### src/rtl/scu_isa_pkg.sv
// SCU-ISA shared definitions: opcodes, control FSM states, datapath select
// codes and fault causes, plus an opcode legality check used at decode.
package scu_isa_pkg;

  typedef enum logic [2:0] {
    ST_IDLE   = 3'd0,
    ST_FETCH  = 3'd1,
    ST_DECODE = 3'd2,
    ST_EXEC   = 3'd3,
    ST_MEM    = 3'd4,
    ST_WB     = 3'd5,
    ST_FAULT  = 3'd6
  } state_e;

  localparam logic [3:0] OP_NOP  = 4'h0;
  localparam logic [3:0] OP_ST   = 4'h3;
  localparam logic [3:0] OP_ADD  = 4'h4;
  localparam logic [3:0] OP_INC  = 4'h5;
  localparam logic [3:0] OP_NEG  = 4'h6;
  localparam logic [3:0] OP_SUB  = 4'h7;
  localparam logic [3:0] OP_J    = 4'h8;
  localparam logic [3:0] OP_BRZ  = 4'h9;
  localparam logic [3:0] OP_JM   = 4'hA;
  localparam logic [3:0] OP_BRN  = 4'hB;
  localparam logic [3:0] OP_LD   = 4'hE;
  localparam logic [3:0] OP_SVPC = 4'hF;

  localparam logic [1:0] PC_SRC_INC = 2'd0;
  localparam logic [1:0] PC_SRC_RS  = 2'd1;
  localparam logic [1:0] PC_SRC_MEM = 2'd2;

  localparam logic [1:0] WB_SEL_ALU  = 2'd0;
  localparam logic [1:0] WB_SEL_MEM  = 2'd1;
  localparam logic [1:0] WB_SEL_PCRL = 2'd2;

  localparam logic [1:0] ALU_ADD = 2'd0;
  localparam logic [1:0] ALU_SUB = 2'd1;
  localparam logic [1:0] ALU_NEG = 2'd2;

  localparam logic [1:0] CAUSE_NONE    = 2'b00;
  localparam logic [1:0] CAUSE_TIMEOUT = 2'b01;
  localparam logic [1:0] CAUSE_ILLEGAL = 2'b10;

  function automatic logic op_legal(input logic [3:0] op);
    case (op)
      OP_NOP, OP_ST, OP_ADD, OP_INC, OP_NEG, OP_SUB,
      OP_J, OP_BRZ, OP_JM, OP_BRN, OP_LD, OP_SVPC: op_legal = 1'b1;
      default:                                    op_legal = 1'b0;
    endcase
  endfunction

endpackage

### src/rtl/mem_wait_timer.sv
// Memory wait timer: counts cycles spent waiting for mem_ack.
//   clk, rst_n : clock, async active-low reset
//   clear_i    : zero the count (asserted on every FSM state change)
//   en_i       : a waiting cycle with no ack
//   expired_o  : this waiting cycle brings the count to MEM_TIMEOUT
// MEM_TIMEOUT = 0 disables expiry and freezes the counter.
module mem_wait_timer #(
  parameter int unsigned MEM_TIMEOUT = 16,
  parameter int unsigned CNT_W       = 5
) (
  input  logic clk,
  input  logic rst_n,
  input  logic clear_i,
  input  logic en_i,
  output logic expired_o
);

  localparam int unsigned LAST = (MEM_TIMEOUT == 0) ? 0 : MEM_TIMEOUT - 1;
  localparam logic [CNT_W-1:0] LAST_C = CNT_W'(LAST);

  logic [CNT_W-1:0] cnt_q, cnt_d;

  always_comb begin
    cnt_d = cnt_q;
    if (clear_i) begin
      cnt_d = '0;
    end else if (en_i && (MEM_TIMEOUT != 0)) begin
      cnt_d = cnt_q + 1'b1;
    end
  end

  always_ff @(posedge clk or negedge rst_n) begin
    if (!rst_n) begin
      cnt_q <= '0;
    end else begin
      cnt_q <= cnt_d;
    end
  end

  assign expired_o = (MEM_TIMEOUT != 0) && en_i && (cnt_q == LAST_C);

endmodule

### src/rtl/scu_multicycle_ctrl.sv
// SCU-ISA multi-cycle control FSM: FETCH, DECODE, EXEC, MEM, WB sequencing
// with instruction/data memory handshakes, memory timeout and illegal-opcode
// faults.
//   clk, rst_n        : clock, async active-low reset
//   run               : start execution (sampled in IDLE only)
//   instr_op          : IR[31:28], valid from DECODE onward
//   mem_ack           : completion pulse from the requested memory
//   flag_z, flag_n    : latched ALU flags, used by BRZ/BRN
//   imem_req, ir_we   : instruction fetch request / IR load
//   dmem_req, dmem_we : data memory request / write qualifier
//   pc_we, pc_src     : PC update and source select
//   reg_we, wb_sel    : register write and writeback source select
//   alu_op, alu_b_sel : ALU function and operand-B select
//   flags_we          : latch Z/N from ALU result
//   retire            : one pulse per completed instruction
//   fault, fault_cause: sticky fault and its cause
module scu_multicycle_ctrl
  import scu_isa_pkg::*;
#(
  parameter int unsigned MEM_TIMEOUT = 16,
  parameter int unsigned CNT_W       = 5
) (
  input  logic       clk,
  input  logic       rst_n,
  input  logic       run,
  input  logic [3:0] instr_op,
  input  logic       mem_ack,
  input  logic       flag_z,
  input  logic       flag_n,
  output logic       imem_req,
  output logic       dmem_req,
  output logic       dmem_we,
  output logic       ir_we,
  output logic       pc_we,
  output logic [1:0] pc_src,
  output logic       reg_we,
  output logic [1:0] wb_sel,
  output logic [1:0] alu_op,
  output logic       alu_b_sel,
  output logic       flags_we,
  output logic       retire,
  output logic       fault,
  output logic [1:0] fault_cause
);

  state_e     state_q, state_d;
  logic [3:0] op_q, op_d;
  logic [1:0] cause_q, cause_d;
  logic       timer_clr, timer_en, timer_exp;

  // Any state change restarts the wait count, so FETCH reached straight from
  // MEM (ST/JM) still starts from zero.
  assign timer_clr = (state_d != state_q);
  assign timer_en  = ((state_q == ST_FETCH) || (state_q == ST_MEM)) && !mem_ack;

  mem_wait_timer #(
    .MEM_TIMEOUT(MEM_TIMEOUT),
    .CNT_W      (CNT_W)
  ) u_timer (
    .clk      (clk),
    .rst_n    (rst_n),
    .clear_i  (timer_clr),
    .en_i     (timer_en),
    .expired_o(timer_exp)
  );

  always_comb begin
    state_d   = state_q;
    op_d      = op_q;
    cause_d   = cause_q;
    imem_req  = 1'b0;
    dmem_req  = 1'b0;
    dmem_we   = 1'b0;
    ir_we     = 1'b0;
    pc_we     = 1'b0;
    pc_src    = PC_SRC_INC;
    reg_we    = 1'b0;
    wb_sel    = WB_SEL_ALU;
    alu_op    = ALU_ADD;
    alu_b_sel = 1'b0;
    flags_we  = 1'b0;
    retire    = 1'b0;

    case (state_q)
      ST_IDLE: begin
        if (run) state_d = ST_FETCH;
      end

      ST_FETCH: begin
        imem_req = 1'b1;
        if (mem_ack) begin
          ir_we   = 1'b1;
          state_d = ST_DECODE;
        end else if (timer_exp) begin
          state_d = ST_FAULT;
          cause_d = CAUSE_TIMEOUT;
        end
      end

      ST_DECODE: begin
        op_d = instr_op;
        if (op_legal(instr_op)) begin
          state_d = ST_EXEC;
        end else begin
          state_d = ST_FAULT;
          cause_d = CAUSE_ILLEGAL;
        end
      end

      ST_EXEC: begin
        case (op_q)
          OP_NOP: begin
            pc_we   = 1'b1;
            retire  = 1'b1;
            state_d = ST_FETCH;
          end
          OP_ADD: begin
            flags_we = 1'b1;
            state_d  = ST_WB;
          end
          OP_INC: begin
            alu_b_sel = 1'b1;
            flags_we  = 1'b1;
            state_d   = ST_WB;
          end
          OP_NEG: begin
            alu_op   = ALU_NEG;
            flags_we = 1'b1;
            state_d  = ST_WB;
          end
          OP_SUB: begin
            alu_op   = ALU_SUB;
            flags_we = 1'b1;
            state_d  = ST_WB;
          end
          OP_SVPC: state_d = ST_WB;
          OP_LD, OP_ST, OP_JM: state_d = ST_MEM;
          OP_J: begin
            pc_we   = 1'b1;
            pc_src  = PC_SRC_RS;
            retire  = 1'b1;
            state_d = ST_FETCH;
          end
          OP_BRZ: begin
            pc_we   = 1'b1;
            pc_src  = flag_z ? PC_SRC_RS : PC_SRC_INC;
            retire  = 1'b1;
            state_d = ST_FETCH;
          end
          OP_BRN: begin
            pc_we   = 1'b1;
            pc_src  = flag_n ? PC_SRC_RS : PC_SRC_INC;
            retire  = 1'b1;
            state_d = ST_FETCH;
          end
          default: begin
            state_d = ST_FAULT;
            cause_d = CAUSE_ILLEGAL;
          end
        endcase
      end

      ST_MEM: begin
        dmem_req = 1'b1;
        dmem_we  = (op_q == OP_ST);
        if (mem_ack) begin
          if (op_q == OP_LD) begin
            state_d = ST_WB;
          end else begin
            pc_we   = 1'b1;
            pc_src  = (op_q == OP_JM) ? PC_SRC_MEM : PC_SRC_INC;
            retire  = 1'b1;
            state_d = ST_FETCH;
          end
        end else if (timer_exp) begin
          state_d = ST_FAULT;
          cause_d = CAUSE_TIMEOUT;
        end
      end

      ST_WB: begin
        reg_we  = 1'b1;
        wb_sel  = (op_q == OP_SVPC) ? WB_SEL_PCRL :
                  (op_q == OP_LD)   ? WB_SEL_MEM  : WB_SEL_ALU;
        pc_we   = 1'b1;
        retire  = 1'b1;
        state_d = ST_FETCH;
      end

      ST_FAULT: state_d = ST_FAULT;

      default: state_d = ST_IDLE;
    endcase
  end

  always_ff @(posedge clk or negedge rst_n) begin
    if (!rst_n) begin
      state_q <= ST_IDLE;
      op_q    <= '0;
      cause_q <= CAUSE_NONE;
    end else begin
      state_q <= state_d;
      op_q    <= op_d;
      cause_q <= cause_d;
    end
  end

  assign fault       = (state_q == ST_FAULT);
  assign fault_cause = cause_q;

endmodule

### config.mk
export PLATFORM = sky130hd
export DESIGN_NAME = scu_multicycle_ctrl
export DESIGN_NICKNAME = d
export VERILOG_FILES = /design/src/rtl/scu_isa_pkg.sv /design/src/rtl/mem_wait_timer.sv /design/src/rtl/scu_multicycle_ctrl.sv
export SDC_FILE = /design/constraint.sdc
export NUM_CORES = 1
export LEC_CHECK = 0
export CORE_UTILIZATION = 50
export DETAILED_ROUTE_END_ITERATION = 8
export HOLD_SLACK_MARGIN = 0.06
export PLACE_DENSITY = 0.83
export SLEW_MARGIN = 25
export SYNTH_ARGS = -nofsm -noshare
export SYNTH_HDL_FRONTEND = slang
export SYNTH_SLANG_ARGS = --single-unit
### constraint.sdc
create_clock -name clk -period 3.9 [get_ports clk]
set_clock_uncertainty 0.1 [all_clocks]
set_input_delay 0.78 -clock clk [delete_from_list [all_inputs] [get_ports clk]]
set_output_delay 0.78 -clock clk [all_outputs]
set_load 0.01 [all_outputs]
==> out/results.txt, run 1 <==
status - finished clean
maximum frequency from static timing analysis - 307.2 MHz
GRT Util Overall - 23.34%
via count of the first global-routing pass - 971
global route total overflow - 0
global routing usage on met2 - 41.20%
Initial Util - 54.70%
proportion of layout cells with a drive suffix above 1 - 9.032%
cell type group with the largest total delay on the critical path - buffers and inverters
top-area cell type share of the netlist area - 31.67%
slew of the pin with the lowest slew margin - 730.6 ps
number of buffers inserted by port buffering - 27
initial drt markers - 21
routing usage on met3 - 2.804%
Total Routed Length - 2479 um
clock-pin slew on the worst setup and hold paths - 80 ps
proportion of synthesized chip area in sequential cells - 31.67%
highest-delay cell along the critical path - sky130_fd_sc_hd__clkdlybuf4s50_1
number of setup buffers added after CTS - 0
leading cell types by total area after synthesis - sky130_fd_sc_hd__dfrtp_1, sky130_fd_sc_hd__nor2_1, sky130_fd_sc_hd__a21oi_1
Post-DRT Antenna Nets - 0
pin count of the biggest net entering global routing - 28
Vias/cell - 5.923
H-tree depth reported by CTS - 1
type of destination of the critical path - output port
unrepaired setup endpoints after global routing - false
library cell appearing most often on the critical path - sky130_fd_sc_hd__clkdlybuf4s50_1
final max-slew violation count - 0
setup slack after placement - 649.0 ps
DR vias - 1,078
latest clock arrival within the worst-skew pair - 280 ps
Worst Setup Slack, final - 644.7 ps
Sink Count - 14
ANT cells - 0
slew margin rel. - 51.29%
arrival time worst endpoint - 2380 ps
count of unique library cells instantiated by Yosys - 44
routing layer with the top usage in global route - met2
wire length of the first global-routing pass - 4326 um
power per cell area - 644.3 nW/um^2
initial antenna violation count - 0
syn_area_per_cell - 8.254 um^2
leakage - 0.5417 nW
buffer and inverter count on the worst path - 2
half-perimeter wire length after placement - 1911 um
Num CTS Buffers - 3
NumNets Final - 168
kind of start point of the critical path - input port
TritonCTS clock tree - yes
met1 usage - 27.33%
final critical-path required period - 3255 ps
post-synthesis simple-gate area fraction - 30.43%
row count - 16
total die area - 2404 um^2
CP Data Required Time - 3020 ps
TNS Setup - 0 ps
post-synth net total - 146
Die W - 49.04 um
Max Cap Viol - 0
last weighted congestion value of the routability-driven placer - 0.8024
hold buffer count at cts - 0
share of flip-flops with an asynchronous set or reset - 100.0%
part of the cycle the worst path needs - 83.47%
Post-Syn Area - 1106 um^2
synthesis-to-finish area growth - 26.36%
number of flops mapped to enable cells by yosys - 0
synthesized-area fraction occupied by xor and xnor cells - 3.959%
clock tree root buffer cell - sky130_fd_sc_hd__clkbuf_4
per-cell routed wire length - 13.62 um
drt drc - 0
count of final hold-check violations - 0
maximum fanout encountered on the critical timing path - 10
synthesized-area fraction occupied by adder cells - 2.262%
most area-hungry cell type in the Yosys netlist - sky130_fd_sc_hd__dfrtp_1
Max Buffers Root-to-Sink - 2
register bit count reported by yosys - 14
worst supply voltage drop on vdd - 0.4014 mV
number of cells upsized or downsized after cts - 0
mux cell area share after synthesis - 4.977%
combinational family with the most area after synthesis - simple AND/OR/NAND/NOR gates
Post-Synthesis Cells - 134
area fraction in compound gates after synthesis - 20.25%
most instantiated flip-flop cell in the synthesis netlist - sky130_fd_sc_hd__dfrtp_1
area of the core region - 2022 um^2
series of cell instances along the critical path - clkdlybuf4s50_1, a21oi_1, o22ai_1, clkdlybuf4s50_1
final setup fails - 0
HP Class - reg2reg
Crit Path Class - in2out
height of the die - 49.04 um
Syn. warnings - 0
drt pass-1 iters - 4
Top Ports - 28
maximum single-stage delay on the critical path - 650 ps
path summary, 6_finish.rpt:
| path | start | slack [ps] | endpoint | depth (start not counted) |
|---|---|---|---|---|
| min reg2reg | fault_cause[1] | 400 | fault_cause[1] | 1 |
| min in group asynchronous | rst_n | 770 | op_q[0] | 1 |
| max | mem_ack | 640 | retire | 4 |
| max in group asynchronous | rst_n | 2540 | state_q[1] | 1 |
| min | fault_cause[1] | 400 | fault_cause[1] | 1 |
| max reg2reg | u_timer.cnt_q[0] | 1540 | u_timer.cnt_q[0] | 8 |
worst reg2reg max path, delay by kind of cell, from the launching register on:
family	cells	cell delay (ps)
AND/OR/NAND/NOR	3	790
flip-flops	1	410
AO/OA/AOI/OAI	3	480
adder cells (fa/ha/maj)	2	480
placed cells by master (no fill, tap or decap), types with 2 or more instances in the layout:
| cell | instances |
|---|---|
| sky130_fd_sc_hd__a211oi_1 | 2 |
| sky130_fd_sc_hd__nand4b_1 | 2 |
| sky130_fd_sc_hd__nand2b_1 | 3 |
| sky130_fd_sc_hd__and2_1 | 4 |
| sky130_fd_sc_hd__inv_1 | 6 |
| sky130_fd_sc_hd__o21ai_0 | 7 |
| sky130_fd_sc_hd__nor3b_1 | 3 |
| sky130_fd_sc_hd__xor2_1 | 3 |
| sky130_fd_sc_hd__ha_1 | 2 |
| sky130_fd_sc_hd__nand2_1 | 10 |
| sky130_fd_sc_hd__a21oi_1 | 9 |
| sky130_fd_sc_hd__clkdlybuf4s50_1 | 27 |
| sky130_fd_sc_hd__nor2_1 | 16 |
| sky130_fd_sc_hd__nor4b_1 | 3 |
| sky130_fd_sc_hd__mux2_2 | 4 |
| sky130_fd_sc_hd__xnor2_1 | 2 |
| sky130_fd_sc_hd__dfrtp_1 | 14 |
| sky130_fd_sc_hd__nor3_1 | 4 |
| sky130_fd_sc_hd__nor4_1 | 5 |
| sky130_fd_sc_hd__nand3_1 | 2 |
| sky130_fd_sc_hd__clkbuf_4 | 3 |
| sky130_fd_sc_hd__o21a_1 | 2 |
stage by stage:
step | power, mW | util [%] | hold WS (ps) | cell area, um^2 | std cells
after floorplan | 0.6618 | - | 384.4 | 1106 | 134
after global placement | 0.7721 | 67.33 | 381.2 | 1361 | 178
after detailed placement | 0.7944 | 67.33 | 383.2 | 1361 | 178
after CTS | 0.8978 | 69.12 | 406.1 | 1398 | 182
after global routing | 0.9772 | 69.12 | 422.8 | 1398 | 182
final | 0.9005 | 69.12 | 404.8 | 1398 | 182
layout make-up:
cell class              instances  area [um^2]
clock buffers                   4        36.28
well taps                      27        33.78
repair buffers                 27        270.3
fillers                       166        624.3
multi-input cells             104        684.4
inverters                       6        22.52
flip-flops and latches         14        350.3
state kept, by name (all words and copies together) (netlist names):
signal         cells
fault_cause        2
op_q               4
state_q            3
u_timer.cnt_q      5
power by group:
part | total, mW | internal (mW) | switching (mW)
sequential | 0.309 | 0.186 | 0.123
clock | 0.102 | 0.0568 | 0.0453
combinational | 0.489 | 0.242 | 0.247
total | 0.901 | 0.485 | 0.415
cell usage after synthesis (2+ instances only):
cell                       number
sky130_fd_sc_hd__nor4b_1        3
sky130_fd_sc_hd__o21a_1         2
sky130_fd_sc_hd__nand2_1       10
sky130_fd_sc_hd__xnor2_1        2
sky130_fd_sc_hd__o21ai_0        7
sky130_fd_sc_hd__nand3_1        2
sky130_fd_sc_hd__dfrtp_1       14
sky130_fd_sc_hd__xor2_1         3
sky130_fd_sc_hd__nor4_1         5
sky130_fd_sc_hd__buf_2          6
sky130_fd_sc_hd__nor2_1        16
sky130_fd_sc_hd__nand2b_1       3
sky130_fd_sc_hd__and2_1         4
sky130_fd_sc_hd__clkbuf_1       3
sky130_fd_sc_hd__nor3b_1        3
sky130_fd_sc_hd__ha_1           2
sky130_fd_sc_hd__a21oi_1        9
sky130_fd_sc_hd__a211oi_1       2
sky130_fd_sc_hd__mux2_2         4
sky130_fd_sc_hd__nand4b_1       2
sky130_fd_sc_hd__nor3_1         4
sky130_fd_sc_hd__inv_1          6
logic make-up (layout without fill, tap and decap cells):
family,after synthesis,in the layout
XOR/XNOR,5,5
AO/OA/AOI/OAI,31,31
multiplexers,5,5
AND/OR/NAND/NOR,61,61
buffers and inverters,16,37
flip-flops,14,14
adder cells (fa/ha/maj),2,2
metal layers:
layer / wire, um / vias to the layer above
li1: - / 528
met1: 1132 / 500
met2: 1175 / 40
met3: 95 / 10
met4: 75 / 0
met5: 0 / -
No activity file was read; power rests on OpenSTA's default activity.
==> run 2, diff against run 1 <==
Settings changed: CORE_UTILIZATION 50 to 48, PLACE_DENSITY 0.83 to 0.8.
Clock period 3.9 ns to 3.3 ns, I/O delays scaled along.
==> run 2 against run 1 <==
  * Sequential share of layout area about the same
  * Largest cell class unchanged
  * Routed wire length grew 2.5%
  * Critical endpoint is now pc_src[0]
  * Sequential cell count is the same
==> out/results.txt, run 2 (synthesis gave the netlist of run 1 again) <==
last weighted congestion value of the routability-driven placer - 0.8213 (+2.4%)
leading cell type in the layout, fill and taps excluded - sky130_fd_sc_hd__clkdlybuf4s50_1
kind of start point of the critical path - input port
Max Buffers Root-to-Sink - 2 (unchanged)
GRT Util Overall - 22.62% (-0.72 points)
most frequent cells in the layout - sky130_fd_sc_hd__clkdlybuf4s50_1, sky130_fd_sc_hd__nor2_1, sky130_fd_sc_hd__dfrtp_1
met1 usage - 28.43% (+1.1 points)
global routing usage on met2 - 40.00% (-1.2 points)
routing usage on met3 - 2.160% (-0.64 points)
series of cell instances along the critical path - clkdlybuf4s50_1, nand2_1, nand2_1, o21ai_0, nor4b_1, clkdlybuf4s50_1
maximum frequency from static timing analysis - 338.1 MHz
number of cells upsized or downsized after cts - 0 (unchanged)
Initial Util - 50.49% (-4.2 points)
Crit Path Class - in2out
final setup fails - 0 (unchanged)
Storage cell area - 350.3 um^2 (unchanged)
unrepaired setup endpoints after global routing - false
hold buffer count at cts - 0 (unchanged)
routing layer with the top usage in global route - met2
TritonCTS clock tree - yes
Max Cap Viol - 0 (unchanged)
pin count of the biggest net entering global routing - 20 (-29%)
power per cell area - 751.6 nW/um^2 (+17%)
proportion of layout cells with a drive suffix above 1 - 9.615% (+0.58 points)
initial antenna violation count - 0 (unchanged)
via count of the first global-routing pass - 997 (+2.7%)
TNS Setup - 0 ps (unchanged)
clock-pin slew on the worst setup and hold paths - 70 ps (about the same)
registers with the highest flip-flop counts - u_timer.cnt_q x5, op_q x4, state_q x3
drt drc - 0 (unchanged)
type of destination of the critical path - output port
Final Non-Filler Cells - 184 (+1.1%)
Die W - 50.01 um (+2.0%)
latest clock arrival within the worst-skew pair - 270 ps (about the same)
NumNets Final - 170 (+1.2%)
number of setup buffers added after CTS - 0 (unchanged)
register with the most flip-flops - u_timer.cnt_q
status - finished clean
arrival time worst endpoint - 2200 ps (-180 ps)
flip-flop count of the largest register after layout - 5 (unchanged)
maximum fanout encountered on the critical timing path - 1 (-9)
part of the cycle the worst path needs - 89.64%
ANT cells - 0 (unchanged)
Vias/cell - 5.837 (-1.5%)
maximum single-stage delay on the critical path - 590 ps (-60 ps)
leakage - 0.5445 nW (+0.51%)
buffer and inverter count on the worst path - 2 (unchanged)
wire length of the first global-routing pass - 4416 um (+2.1%)
# fillers - 184 (+11%)
HP Class - reg2reg
worst supply voltage drop on vdd - 0.4644 mV (+16%)
row count - 17 (+1)
DR vias - 1,074 (-0.37%)
synthesis-to-finish area growth - 26.58%
cell type group with the largest total delay on the critical path - buffers and inverters
area taken by multi-input logic gates - 684.4 um^2 (unchanged)
final max-slew violation count - 0 (unchanged)
number of buffers inserted by port buffering - 27 (unchanged)
slew of the pin with the lowest slew margin - 610.8 ps (-119.8 ps)
clock tree root buffer cell - sky130_fd_sc_hd__clkbuf_4
Num CTS Buffers - 3 (unchanged)
per-cell routed wire length - 13.80 um (+1.3%)
Post-DRT Antenna Nets - 0 (unchanged)
slew margin rel. - 59.15% (+7.9 points)
drt pass-1 iters - 4 (unchanged)
final critical-path required period - 2958 ps
half-perimeter wire length after placement - 1985 um (+3.8%)
count of final hold-check violations - 0 (unchanged)
Top Ports - 28 (unchanged)
initial drt markers - 22 (+4.8%)
setup slack after placement - 349.2 ps (-299.8 ps)
highest-delay cell along the critical path - sky130_fd_sc_hd__clkdlybuf4s50_1
r2r setup slk - 960 ps (-580 ps)
area of the core region - 2191 um^2 (+8.4%)
Worst Setup Slack, final - 341.9 ps (-302.7 ps)
H-tree depth reported by CTS - 1 (unchanged)
Total Routed Length - 2540 um (+2.5%)
Sink Count - 14 (unchanged)
global route total overflow - 0 (unchanged)
height of the die - 50.01 um (+2.0%)
CP Data Required Time - 2540 ps (-480 ps)
total placed cells including tap cells - 181 (+1.7%)
total die area - 2501 um^2 (+4.0%)
-- run 2: cell types whose count changed in the layout (fill, tap and decap cells not counted) --
cell | before | now
sky130_fd_sc_hd__buf_4 | 0 | 2
sky130_fd_sc_hd__clkbuf_8 | 1 | 0
-- run 2: area by class of cell --
class	count	share of cell area [%]
timing repair buffer	29	20.38
inverter	6	1.609
clock buffer	3	1.609
sequential	14	25.02
tap	28	2.502
multi-input combinational	104	48.88
-- run 2: final timing paths --
path,start,end,depth (start not counted)
hold / removal,fault_cause[1],fault_cause[1],1
hold reg to reg,fault_cause[1],fault_cause[1],1
min in group asynchronous,rst_n,u_timer.cnt_q[3],1
setup reg to reg,u_timer.cnt_q[0],u_timer.cnt_q[4],8
max in group asynchronous,rst_n,state_q[0],1
setup / recovery,flag_n,pc_src[0],6
-- run 2: routing by layer --
metal	up-vias	wire [um]
met2	42	1227
met3	7	134
met5	-	0
met1	494	1131
li1	531	-
met4	0	46
-- run 2: through the flow --
step,instance area [um^2],utilization [%],hold slack (ps),total power [mW]
3_3_place_gp,1378,62.88,379.3,0.9337
3_5_place_dp,1378,62.88,386.4,0.9546
4_1_cts,1400,63.91,414.4,1.049
5_1_grt,1400,63.91,423.7,1.138
6_report,1400,63.91,408.0,1.052
2_1_floorplan,1106,-,264.4,0.7821
-- run 2: power by group --
group | switching (mW) | total, mW | internal, mW
Clock | 0.0495 | 0.0917 | 0.0423
Combinational | 0.335 | 0.635 | 0.300
Sequential | 0.104 | 0.325 | 0.221
==> RTL edit 1 (config.mk and constraints of run 1) <==
Put one more register stage on the output `fault_cause`, without a reset. The value now appears one clock later. The other outputs are not delayed to match.
--- a/src/rtl/scu_multicycle_ctrl.sv
+++ b/src/rtl/scu_multicycle_ctrl.sv
@@ -207,5 +207,7 @@
 
   assign fault       = (state_q == ST_FAULT);
-  assign fault_cause = cause_q;
+  always_ff @(posedge clk) begin
+    fault_cause <= cause_q;
+  end
 
 endmodule
Behaviour: not the same (Yosys sat finds a counterexample within 4 cycles, from zero or initial values and one cycle with rst_n low).
==> RTL edit 1 against run 1 <==
Cell area is 0.72% lower. Critical path type unchanged. Area after synthesis is 0.11% lower. Final cell count is 3.8% lower. Count of clock-buffer cells in the layout stayed put. Sequential power is 7.8% higher. Worst setup slack better by 0.0080 ns. Critical endpoint is now pc_we. Die area is 0.12% lower. Power is 2.5% higher. First-iteration DRC count is 33% higher. Routed wire length hardly changed. Sequential cell count is 2 higher.
==> RTL edit 1: results (changes against run 1) <==
stage,metric,value,unit,change
finish,area of the multi-input gates,627,um^2,-8.4%
finish,final-layout fill cell count,161,,-3.0%
route,Avg WL per Cell,14.2,um,+4.0%
pwr,Psw,413,uW,-0.61%
global_route,global-route wire length before repair,4240,um,-2.1%
pwr,seq pwr,333,uW,+7.8%
synthesis,Synth area leaders,"dfrtp_1 32%, nor2_1 6.8%, dfxtp_1 3.6%, buf_4 3.4%, nand3_1 3.2%",,
pwr,comb pwr,475,uW,-3%
clock_tree,"Setup Fix Bufs, Post-CTS",0,,unchanged
synthesis,post-synth cell types,42,,-4.5%
place,gp weighted congestion,0.841,,+4.8%
finish,Non-clk invs,8,,+2
finish,layout cells sized above 1,8.11,%,-0.92 points
place,dpl ws,0.664,ns,+0.0148 ns
finish,Non-clock buffer share,19.5,%,+0.14 points
synthesis,Synth Register Bits,16,,+2
route,via count,987,,-8.4%
run_status,status,"finished, final reports clean",,
clock_tree,clock-pin slew on the worst setup and hold paths,0.10,ns,+0.02 ns
synthesis,Post-synth ARST share,87.5,%,-13 points
global_route,GRT Overall Usage,22.8,%,-0.51 points
sta,Rel. slew slack,57.1,%,+5.8 points
finish,layout net count,161,,-4.2%
pwr,Internal,510,uW,+5.1%
finish,Reg area,390,um^2,+11%
pwr,VDD IR max,0.394,mV,-1.9%
finish,Buffers excl. clock,27,,unchanged
finish,#MultiIn Comb,93,,-11%
hold_path,hold_sp,cause_q[1],,
global_route,vias in the first global route,923,,-4.9%
global_route,pin count of the biggest net entering global routing,15,,-46%
finish,clock network area share,2.61,%,+0.019 points
route,drt initial violations,28,,+33%
clock_tree,clk_lat worst skew,0.30,ns,+0.02 ns
synthesis,register area share after synthesis,35.3,%,+3.7 points
place,Detail Placement HPWL,1870,um,-2.0%
synthesis,Mapped Nets,138,,-5.5%
synthesis,"top cells by count, synth","20 x nor2_1, 14 x dfrtp_1, 8 x inv_1, 7 x nand3_1",,
worst_setup_path,crit path max fanout,9,,-1
pwr,Leak,0.000577,uW,+6.5%
## RTL edit 1: cell count changes in the layout (fill, tap and decap cells not counted), sizes merged, moves of 4 or more
cell / change
o21ai: -4
nand3: +5
nor2: +6
nand2: -4
## RTL edit 1: layer usage
metal / wire [um] / part of all wire [%] / track usage (%) / up-vias
met2: 1220 / 49 / 38.2 / 26
met5: 0 / 0 / 0 / -
met3: 120 / 4.8 / 6.23 / 4
met4: 17 / 0.69 / 3.92 / 0
li1: - / - / - / 476
met1: 1130 / 45 / 29.7 / 481
## RTL edit 1: path summary, 6_finish.rpt
check	to	slack [ns]	cells after the start
min reg2reg	fault_cause[1]	0.32	0
max in group asynchronous	u_timer.cnt_q[2]	2.52	1
min	fault_cause[1]	0.32	0
min in group asynchronous	state_q[0]	0.76	1
max	pc_we	0.65	4
max reg2reg	cause_q[0]	1.89	7
## RTL edit 1: through the flow
step | util, % | std cells | area [um^2] | hold slack (ns)
floorplan | - | 126 | 1100 | 0.268
global placement | 66.8 | 171 | 1350 | 0.287
detailed placement | 66.8 | 171 | 1350 | 0.297
CTS | 68.6 | 175 | 1390 | 0.320
global route | 68.6 | 175 | 1390 | 0.329
finish | 68.6 | 175 | 1390 | 0.325
## RTL edit 1: logic make-up (layout without fill, tap and decap cells)
| kind of cell | after synthesis | count (layout) | share of synthesized area [%] |
|---|---|---|---|
| AND/OR/NAND/NOR | 56 | 56 | 26.0 |
| buffers and inverters | 17 | 39 | 7.93 |
| AO/OA/AOI/OAI | 24 | 24 | 18.0 |
| multiplexers | 5 | 5 | 4.98 |
| flip-flops | 16 | 16 | 35.3 |
| adder cells (fa/ha/maj) | 2 | 2 | 2.26 |
| XOR/XNOR | 6 | 6 | 5.44 |
==> RTL edit 2 (settings of run 1) <==
Without the edit above. `CNT_W` is set to 5 in 2 places; all go to 10.
--- a/src/rtl/mem_wait_timer.sv
+++ b/src/rtl/mem_wait_timer.sv
@@ -7,5 +7,5 @@
 module mem_wait_timer #(
   parameter int unsigned MEM_TIMEOUT = 16,
-  parameter int unsigned CNT_W       = 5
+  parameter int unsigned CNT_W       = 10
 ) (
   input  logic clk,
--- a/src/rtl/scu_multicycle_ctrl.sv
+++ b/src/rtl/scu_multicycle_ctrl.sv
@@ -19,5 +19,5 @@
 #(
   parameter int unsigned MEM_TIMEOUT = 16,
-  parameter int unsigned CNT_W       = 5
+  parameter int unsigned CNT_W       = 10
 ) (
   input  logic       clk,
Check against the original RTL: same outputs for any inputs over 10 cycles, from zero or initial values and one cycle with rst_n low; that may be too few to reach the edited logic, so the function may still have changed.
==> RTL edit 2 against run 1 <==
Area after synthesis rose by 26%. Worst setup slack worse by 0.14 ns. Maximum frequency shrank 4.0%. Routed wire length rose by 30%. Cell area is 20% higher. Power grew 15%. Sequential cell count rose by 5.
==> RTL edit 2: results (changes against run 1) <==
stage,metric,value,unit,change
synthesis,post-synth cell types,48,,+9.1%
pwr,Leak,0.000660,uW,+22%
worst_setup_path,slowest cell on the critical path,dfrtp_1,,
global_route,GRT Overall Usage,24.5,%,+1.2 points
synthesis,Mapped Cells,162,,+21%
synthesis,"top cells by count, synth","19 x dfrtp_1, 15 x nor2_1, 14 x nor3_1, 11 x nand2_1, 9 x nand3_1",,
synthesis,register area share after synthesis,34.2,%,+2.5 points
pwr,switching share of power,48.2,%,+2.1 points
finish,Reg area,475,um^2,+36%
route,drt via density,5.99,,+1.1%
route,Avg WL per Cell,15.2,um,+11%
place,Area after DPL,1650,um^2,+21%
worst_setup_path,FF-to-FF End,u_timer.cnt_q[1],,
finish,final-layout fill cell count,208,,+25%
run_status,status,"finished, final reports clean",,
finish,biggest regs,"u_timer.cnt_q: 10 flops, op_q: 4 flops, state_q: 3 flops",,
global_route,global-route wire length before repair,5200,um,+20%
pwr,VDD IR max,0.450,mV,+12%
route,drt initial violations,61,,+190%
worst_setup_path,CP max stage delay,0.69,ns,+0.04 ns
worst_setup_path,Worst R2R Path Depth,6,,-2
place,dpl ws,0.549,ns,-0.100 ns
worst_setup_path,worst reg-to-reg setup slack,1.32,ns,-0.22 ns
worst_setup_path,crit path max fanout,17,,+7
synthesis,Mapped Nets,173,,+18%
finish,layout net count,195,,+16%
place,Detail Placement HPWL,2440,um,+28%
clock_tree,clock-pin slew on the worst setup and hold paths,0.10,ns,+0.02 ns
global_route,vias in the first global route,1135,,+17%
-- RTL edit 2: metal layers --
metal,vias to the layer above,track usage (%),wire (um)
met5,-,0,0
met2,47,37.8,1530
li1,624,-,-
met3,2,5.28,220
met1,602,34.6,1460
met4,0,5.98,15
-- RTL edit 2: logic make-up after synthesis --
kind of cell	Yosys count	synth area share, %
buffers and inverters	14	4.50
AND/OR/NAND/NOR	81	32.3
adder cells (fa/ha/maj)	1	0.900
flip-flops	19	34.2
XOR/XNOR	12	7.56
AO/OA/AOI/OAI	28	14.8
multiplexers	7	5.76
-- RTL edit 2: final cells by class --
| cell class | count | share of cell area, % |
|---|---|---|
| Multi-Input combinational cell | 129 | 50.8 |
| Clock buffer | 3 | 1.34 |
| Tap cell | 30 | 2.24 |
| Timing Repair Buffer | 27 | 16.1 |
| Clock inverter | 1 | 0.298 |
| Sequential cell | 19 | 28.3 |
| Inverter | 4 | 0.895 |
-- RTL edit 2: worst max path at each step --
stage	from	end	slack (ns)	cells after the start
6_report	state_q[0]	alu_b_sel	0.51	4
5_1_grt	state_q[0]	alu_b_sel	0.26	4
4_1_cts	state_q[0]	alu_b_sel	0.53	4
3_5_place_dp	mem_ack	retire	0.55	5
3_3_place_gp	mem_ack	retire	0.65	5
2_1_floorplan	op_q[1]	retire	1.53	6
-- RTL edit 2: worst register-to-register path, delay by kind of cell (launching register included) --
| kind | cells | cell delay, ns |
|---|---|---|
| compound gates | 1 | 0.29 |
| simple gates | 3 | 0.93 |
| mux | 1 | 0.52 |
| fa+ha+maj | 1 | 0.21 |
| flops | 1 | 0.40 |
-- RTL edit 2: power groups by stage --
stage	logic (uW)	registers (uW)	clock network, uW
floorplan	516	259	0
global placement	542	366	0
detailed placement	561	370	0
CTS	563	366	102
global route	620	387	114
finish	564	372	96.4
